[src/rtl/multi_alarm_mode_ctrl_if.sv]
// Purpose: bundles the user-interface signals of the alarm-clock mode controller:
//          button/tick/time inputs and the routed edit pulses, display time,
//          mode index and blink outputs.
// Modports:
//   master - drives tick, mode_btn, in_edit_btns, current_time, alarm_times;
//            observes the controller outputs.
//   slave  - the mode controller itself.
interface multi_alarm_mode_ctrl_if #(
  parameter int unsigned N_ALARMS = 2,
  parameter int unsigned TIME_W   = 17
);
  localparam int unsigned MODE_W = $clog2(N_ALARMS + 2);

  logic                         tick;
  logic                         mode_btn;
  logic [1:0]                   in_edit_btns;
  logic [TIME_W-1:0]            current_time;
  logic [N_ALARMS*TIME_W-1:0]   alarm_times;
  logic [1:0]                   clock_edit_btns;
  logic [2*N_ALARMS-1:0]        alarm_edit_btns;
  logic [TIME_W-1:0]            display_time;
  logic [MODE_W-1:0]            mode_idx;
  logic                         blink;

  modport master (
    output tick, mode_btn, in_edit_btns, current_time, alarm_times,
    input  clock_edit_btns, alarm_edit_btns, display_time, mode_idx, blink
  );

  modport slave (
    input  tick, mode_btn, in_edit_btns, current_time, alarm_times,
    output clock_edit_btns, alarm_edit_btns, display_time, mode_idx, blink
  );
endinterface

[src/rtl/multi_alarm_mode_ctrl.sv]
// Purpose: alarm-clock mode controller with N_ALARMS alarms. Steps through
//          VIEW -> CLK_EDIT -> ALM_EDIT 0..N_ALARMS-1 -> VIEW on mode-button
//          presses, routes hour/minute presses as one-cycle pulses to the
//          selected time counter, selects the displayed time, blinks the edited
//          field and drops back to VIEW after TIMEOUT_S idle ticks.
// Ports:
//   clk    - system clock
//   reset  - synchronous, active-high reset
//   bus    - slave side of multi_alarm_mode_ctrl_if (buttons, tick, times in;
//            edit pulses, display_time, mode_idx, blink out)
module multi_alarm_mode_ctrl #(
  parameter int unsigned N_ALARMS  = 2,
  parameter int unsigned TIME_W    = 17,
  parameter int unsigned TIMEOUT_S = 10
) (
  input logic                    clk,
  input logic                    reset,
  multi_alarm_mode_ctrl_if.slave bus
);
  localparam int unsigned MODE_W    = $clog2(N_ALARMS + 2);
  localparam int unsigned CNT_W     = 8;
  localparam int unsigned LAST_MODE = N_ALARMS + 1;

  typedef enum logic [MODE_W-1:0] {
    VIEW      = MODE_W'(0),
    CLK_EDIT  = MODE_W'(1),
    ALM_EDIT0 = MODE_W'(2)
  } mode_e;

  logic [MODE_W-1:0]     mode_q;
  logic [CNT_W-1:0]      cnt_q;
  logic                  blink_q;
  logic [1:0]            clk_pulse_q;
  logic [2*N_ALARMS-1:0] alm_pulse_q;
  logic                  mode_prev;
  logic [1:0]            edit_prev;

  logic                  mode_edge;
  logic [1:0]            edit_edge;
  logic                  in_edit;

  // Rising-edge detect; prev registers reset high so a held button is ignored.
  assign mode_edge = bus.mode_btn & ~mode_prev;
  assign edit_edge = bus.in_edit_btns & ~edit_prev;
  assign in_edit   = (mode_q != VIEW);

  // Mode FSM, timeout counter, blink phase and edit-pulse routing.
  always_ff @(posedge clk) begin
    if (reset) begin
      mode_q      <= VIEW;
      cnt_q       <= '0;
      blink_q     <= 1'b1;
      clk_pulse_q <= '0;
      alm_pulse_q <= '0;
      mode_prev   <= 1'b1;
      edit_prev   <= 2'b11;
    end else begin
      mode_prev   <= bus.mode_btn;
      edit_prev   <= bus.in_edit_btns;
      clk_pulse_q <= '0;
      alm_pulse_q <= '0;
      if (mode_edge) begin
        // Mode change wins over any coincident edit edge or tick.
        mode_q  <= (mode_q == MODE_W'(LAST_MODE)) ? VIEW : mode_q + MODE_W'(1);
        cnt_q   <= '0;
        blink_q <= 1'b1;
      end else if (!in_edit) begin
        cnt_q   <= '0;
        blink_q <= 1'b1;
      end else if (|edit_edge) begin
        // An edit press also beats a coincident timeout tick.
        cnt_q   <= '0;
        blink_q <= 1'b1;
        if (mode_q == CLK_EDIT) begin
          clk_pulse_q <= edit_edge;
        end
        for (int k = 0; k < int'(N_ALARMS); k++) begin
          if (mode_q == MODE_W'(int'(ALM_EDIT0) + k)) begin
            alm_pulse_q[2*k +: 2] <= edit_edge;
          end
        end
      end else if (bus.tick) begin
        if (cnt_q == CNT_W'(TIMEOUT_S - 1)) begin
          mode_q  <= VIEW;
          cnt_q   <= '0;
          blink_q <= 1'b1;
        end else begin
          cnt_q   <= cnt_q + CNT_W'(1);
          blink_q <= ~blink_q;
        end
      end
    end
  end

  // Display mux: alarm slice while editing that alarm, otherwise running time.
  always_comb begin
    bus.display_time = bus.current_time;
    for (int k = 0; k < int'(N_ALARMS); k++) begin
      if (mode_q == MODE_W'(int'(ALM_EDIT0) + k)) begin
        bus.display_time = bus.alarm_times[k*TIME_W +: TIME_W];
      end
    end
  end

  assign bus.mode_idx        = mode_q;
  assign bus.blink           = blink_q;
  assign bus.clock_edit_btns = clk_pulse_q;
  assign bus.alarm_edit_btns = alm_pulse_q;

endmodule

[src/flat_wrapper.sv]
// flat-port wrapper written by rule: the top's interface ports become plain ports
module multi_alarm_mode_ctrl_flat 
#(
  parameter int unsigned N_ALARMS  = 2,
  parameter int unsigned TIME_W    = 17,
  parameter int unsigned TIMEOUT_S = 10
)
  (clk, reset, bus_tick, bus_mode_btn, bus_in_edit_btns, bus_current_time, bus_alarm_times, bus_clock_edit_btns, bus_alarm_edit_btns, bus_display_time, bus_mode_idx, bus_blink);
  multi_alarm_mode_ctrl_if #(.N_ALARMS(N_ALARMS), .TIME_W(TIME_W)) bus_i ();
  input logic clk;
  input logic reset;
  input wire logic [$bits(bus_i.tick)-1:0] bus_tick;
  input wire logic [$bits(bus_i.mode_btn)-1:0] bus_mode_btn;
  input wire logic [$bits(bus_i.in_edit_btns)-1:0] bus_in_edit_btns;
  input wire logic [$bits(bus_i.current_time)-1:0] bus_current_time;
  input wire logic [$bits(bus_i.alarm_times)-1:0] bus_alarm_times;
  output wire logic [$bits(bus_i.clock_edit_btns)-1:0] bus_clock_edit_btns;
  output wire logic [$bits(bus_i.alarm_edit_btns)-1:0] bus_alarm_edit_btns;
  output wire logic [$bits(bus_i.display_time)-1:0] bus_display_time;
  output wire logic [$bits(bus_i.mode_idx)-1:0] bus_mode_idx;
  output wire logic [$bits(bus_i.blink)-1:0] bus_blink;
  assign bus_i.tick = bus_tick;
  assign bus_i.mode_btn = bus_mode_btn;
  assign bus_i.in_edit_btns = bus_in_edit_btns;
  assign bus_i.current_time = bus_current_time;
  assign bus_i.alarm_times = bus_alarm_times;
  assign bus_clock_edit_btns = bus_i.clock_edit_btns;
  assign bus_alarm_edit_btns = bus_i.alarm_edit_btns;
  assign bus_display_time = bus_i.display_time;
  assign bus_mode_idx = bus_i.mode_idx;
  assign bus_blink = bus_i.blink;
  multi_alarm_mode_ctrl #(.N_ALARMS(N_ALARMS), .TIME_W(TIME_W), .TIMEOUT_S(TIMEOUT_S)) u_core (.clk(clk), .reset(reset), .bus(bus_i));
endmodule
[config.mk]
export PLATFORM = sky130hd
export DESIGN_NAME = multi_alarm_mode_ctrl_flat
export DESIGN_NICKNAME = d
export VERILOG_FILES = /design/src/rtl/multi_alarm_mode_ctrl_if.sv /design/src/rtl/multi_alarm_mode_ctrl.sv /design/src/flat_wrapper.sv
export SDC_FILE = /design/constraint.sdc
export NUM_CORES = 1
export LEC_CHECK = 0
export CORE_MARGIN = 4
export CORE_UTILIZATION = 31
export DETAILED_ROUTE_END_ITERATION = 10
export PLACE_DENSITY = 0.84
export SKIP_CTS_REPAIR_TIMING = 1
export SKIP_LAST_GASP = 1
export SYNTH_ARGS = -nofsm -noshare
export SYNTH_HDL_FRONTEND = slang
export SYNTH_SLANG_ARGS = --single-unit
[constraint.sdc]
create_clock -name clk -period 2.2 [get_ports clk]
set_input_delay 0.44 -clock clk [delete_from_list [all_inputs] [get_ports clk]]
set_output_delay 0.44 -clock clk [all_outputs]
set_load 0.01 [all_outputs]
==> flow_summary.toml <==
[synth]
synthesis.instances = 140
ys_warn_count = 0
avgSynthCellArea_sq_um = 8.36
synth_area_sq_mm = 0.00117
synth_fp_nets = 204
yosysSeqAreaShare = 0.342
ys_ff_latch = 20
ys_types = 23

[critical_path]
worstSetupPathType = "reg2reg"
cp.arrival_ns = 2.29
critPathSlowestCell = "or4_4"
path_max_fanout = 2
start_kind = "flip-flop"
reg2regPathDepth = 4
required_ns = 2.35
path_cells = "or4_4, or4_4, or4_4, a32o_1"
endpoint_kind = "flip-flop"
crit_path_frequent_cell = "or4_4"
critical-path-max-stage-delay_ns = 0.53

[clocking]
cts_root_buf = "clkbuf_8"
cts_sinks = 20
htree_num_levels = 1
cts_buffers = 3
cts_tree = "built"
clockBufferDepth = 2
path_clk_slew_ns = 0.07
clk_latency_ns = 0.26

[timing]
finalWorstSetupSlack_ns = 0.0608
drv_slew = 0
max_slew_margin = 0.786
setup_violations = 0
max_freq_mhz = 467
fin_crit_sh = 0.972
worst_slew_pin_slew_ns = 0.320
finalClockSkew_ns = 0.00480
hold_viol_final = 0
period_needed_ns = 2.14
rsz0062_at_grt = "no"

[floorplanning]
die_area_sq_mm = 0.00482
die_h_um = 69.4
rows = 22
core_area_sq_mm = 0.00366
start_util = 0.320
ios = 83
die_w_um = 69.4

[pwr]
p_sw_mw = 0.182
seq_power_share = 0.436
ir_drop_mv = 0.373
power_frac_clock = 0.329
power.internal_mw = 0.666
leakage_nw = 0.939
p_per_area_mw_per_mm2 = 380
combPwrFrac = 0.235
switching_share = 0.215

[finish]
n_antenna_cell = 0
final_util = 0.610
layout.nets = 295
final_layout_size_suffix_gt1_frac = 0.0913
area_delta_synth_final_pct = 90.9
layout_common_cells = "65 x clkdlybuf4s50_1, 20 x nand2_1, 20 x dfxtp_1"
n_fill_cell = 323
multi_input_area_sq_um = 728
final_common_cell = "clkdlybuf4s50_1"
regArea_sq_um = 400

[detailed_routing]
detail-route-antenna-nets = 0
routed_wl_mm = 3.63
dr.pass1.iters = 4
vias_per_cell = 4.68
wl_per_cell_um = 13.0
vias = 1302
drcViolationCount = 0
drtIter0Drc = 24

[placed_design]
routabilityCongestion = 0.802
pre_cts_ws_ns = -0.0205
hpwlAfterDp_mm = 2.94
io_buffers = 82

[global_routing]
grt_overflow = 0
grt_max_degree = 27
track_usage = 0.152
grt_pass1_vias = 1283
antenna_found_initial = 0
grt_pass1_wl_mm = 5.93

[run]
maxCapViolations = 0

[min_path]
hp-class = "reg2reg"
whs_path_depth = 2

[status]
status = "complete, no violations"
## critical path, delay by kind of cell (launching register included)
kind | cells | cell delay [ns]
simple gates | 3 | 1.45
flops | 1 | 0.31
compound gates | 1 | 0.27
## cell families after synthesis
family | after synthesis | synth area share
simple gates | 55 | 0.239
buf+inv | 12 | 0.0385
mux | 17 | 0.145
fa+ha+maj | 7 | 0.0749
compound gates | 21 | 0.101
xor+xnor | 8 | 0.0599
flops | 20 | 0.342
## per-layer routing
layer  global-route usage  wire, um  up-vias
met1                0.176      1580      578
met3               0.0391       296        3
met2                0.271      1710       58
li1                     -         -      663
met4               0.0456        39        0
met5                    0         0        -
## Yosys cell counts
cell type | number | area, sq um
nor2b_1 | 2 | 12.5
nand3_1 | 4 | 20.0
a21oi_1 | 1 | 5.00
xor2_1 | 3 | 26.3
a211oi_1 | 1 | 7.51
nand2_1 | 20 | 75.1
inv_1 | 5 | 18.8
or4_4 | 2 | 22.5
nor3b_1 | 1 | 7.51
xnor2_1 | 5 | 43.8
nand4_1 | 3 | 18.8
clkbuf_1 | 7 | 26.3
or4_1 | 1 | 7.51
nor3_1 | 2 | 10.0
and4b_1 | 2 | 20.0
and3_1 | 4 | 25.0
ha_1 | 7 | 87.6
o21ai_0 | 17 | 85.1
mux2i_1 | 17 | 170
or2_2 | 3 | 18.8
nor2_1 | 11 | 41.3
a32o_1 | 2 | 20.0
dfxtp_1 | 20 | 400
## worst paths after layout
path / from / endpoint / slack [ns]
max: u_core.cnt_q[4]$_SDFFE_PP0P_ / u_core.bus.mode_idx[1]$_SDFFE_PP0P_ / 0.06
max reg2reg: u_core.cnt_q[4]$_SDFFE_PP0P_ / u_core.bus.mode_idx[1]$_SDFFE_PP0P_ / 0.06
min reg2reg: u_core.bus.blink$_SDFFE_PP1P_ / u_core.bus.blink$_SDFFE_PP1P_ / 0.52
min: u_core.bus.blink$_SDFFE_PP1P_ / u_core.bus.blink$_SDFFE_PP1P_ / 0.52
## flip-flops by register name, indices dropped and copies added, names as in the netlist
| name | flops |
|---|---|
| u_core.mode_prev | 1 |
| u_core.bus.blink | 1 |
| u_core.bus.clock_edit_btns | 2 |
| u_core.edit_prev | 2 |
| u_core.bus.alarm_edit_btns | 4 |
| u_core.bus.mode_idx | 2 |
| u_core.cnt_q | 8 |
## layout make-up
cell class / count / share of cell area
Clock buffer: 4 / 0.0246
Sequential cell: 20 / 0.179
Multi-Input combinational cell: 108 / 0.326
Tap cell: 48 / 0.0269
Timing Repair Buffer: 93 / 0.435
Inverter: 5 / 0.00840
## per-stage QoR
| stage | TNS (ns) | hold WS, ns | power [mW] | cells | area [sq um] |
|---|---|---|---|---|---|
| 4_1_cts | -2.60 | 0.529 | 0.866 | 278 | 2190 |
| 2_1_floorplan | 0 | 0.476 | 0.430 | 140 | 1170 |
| 5_1_grt | 0 | 0.576 | 0.896 | 278 | 2230 |
| 3_3_place_gp | 0 | 0.493 | 0.580 | 274 | 2130 |
| 3_5_place_dp | -0.0372 | 0.506 | 0.584 | 274 | 2130 |
| 6_report | 0 | 0.520 | 0.848 | 278 | 2230 |
## power by group through the flow
stage	clock network (mW)	registers, mW	logic [mW]
after floorplan	0	0.380	0.0507
after global placement	0	0.378	0.202
after detailed placement	0	0.378	0.206
after CTS	0.290	0.369	0.206
after global routing	0.311	0.370	0.215
final	0.279	0.370	0.199
No activity file was read; power rests on OpenSTA's default activity.
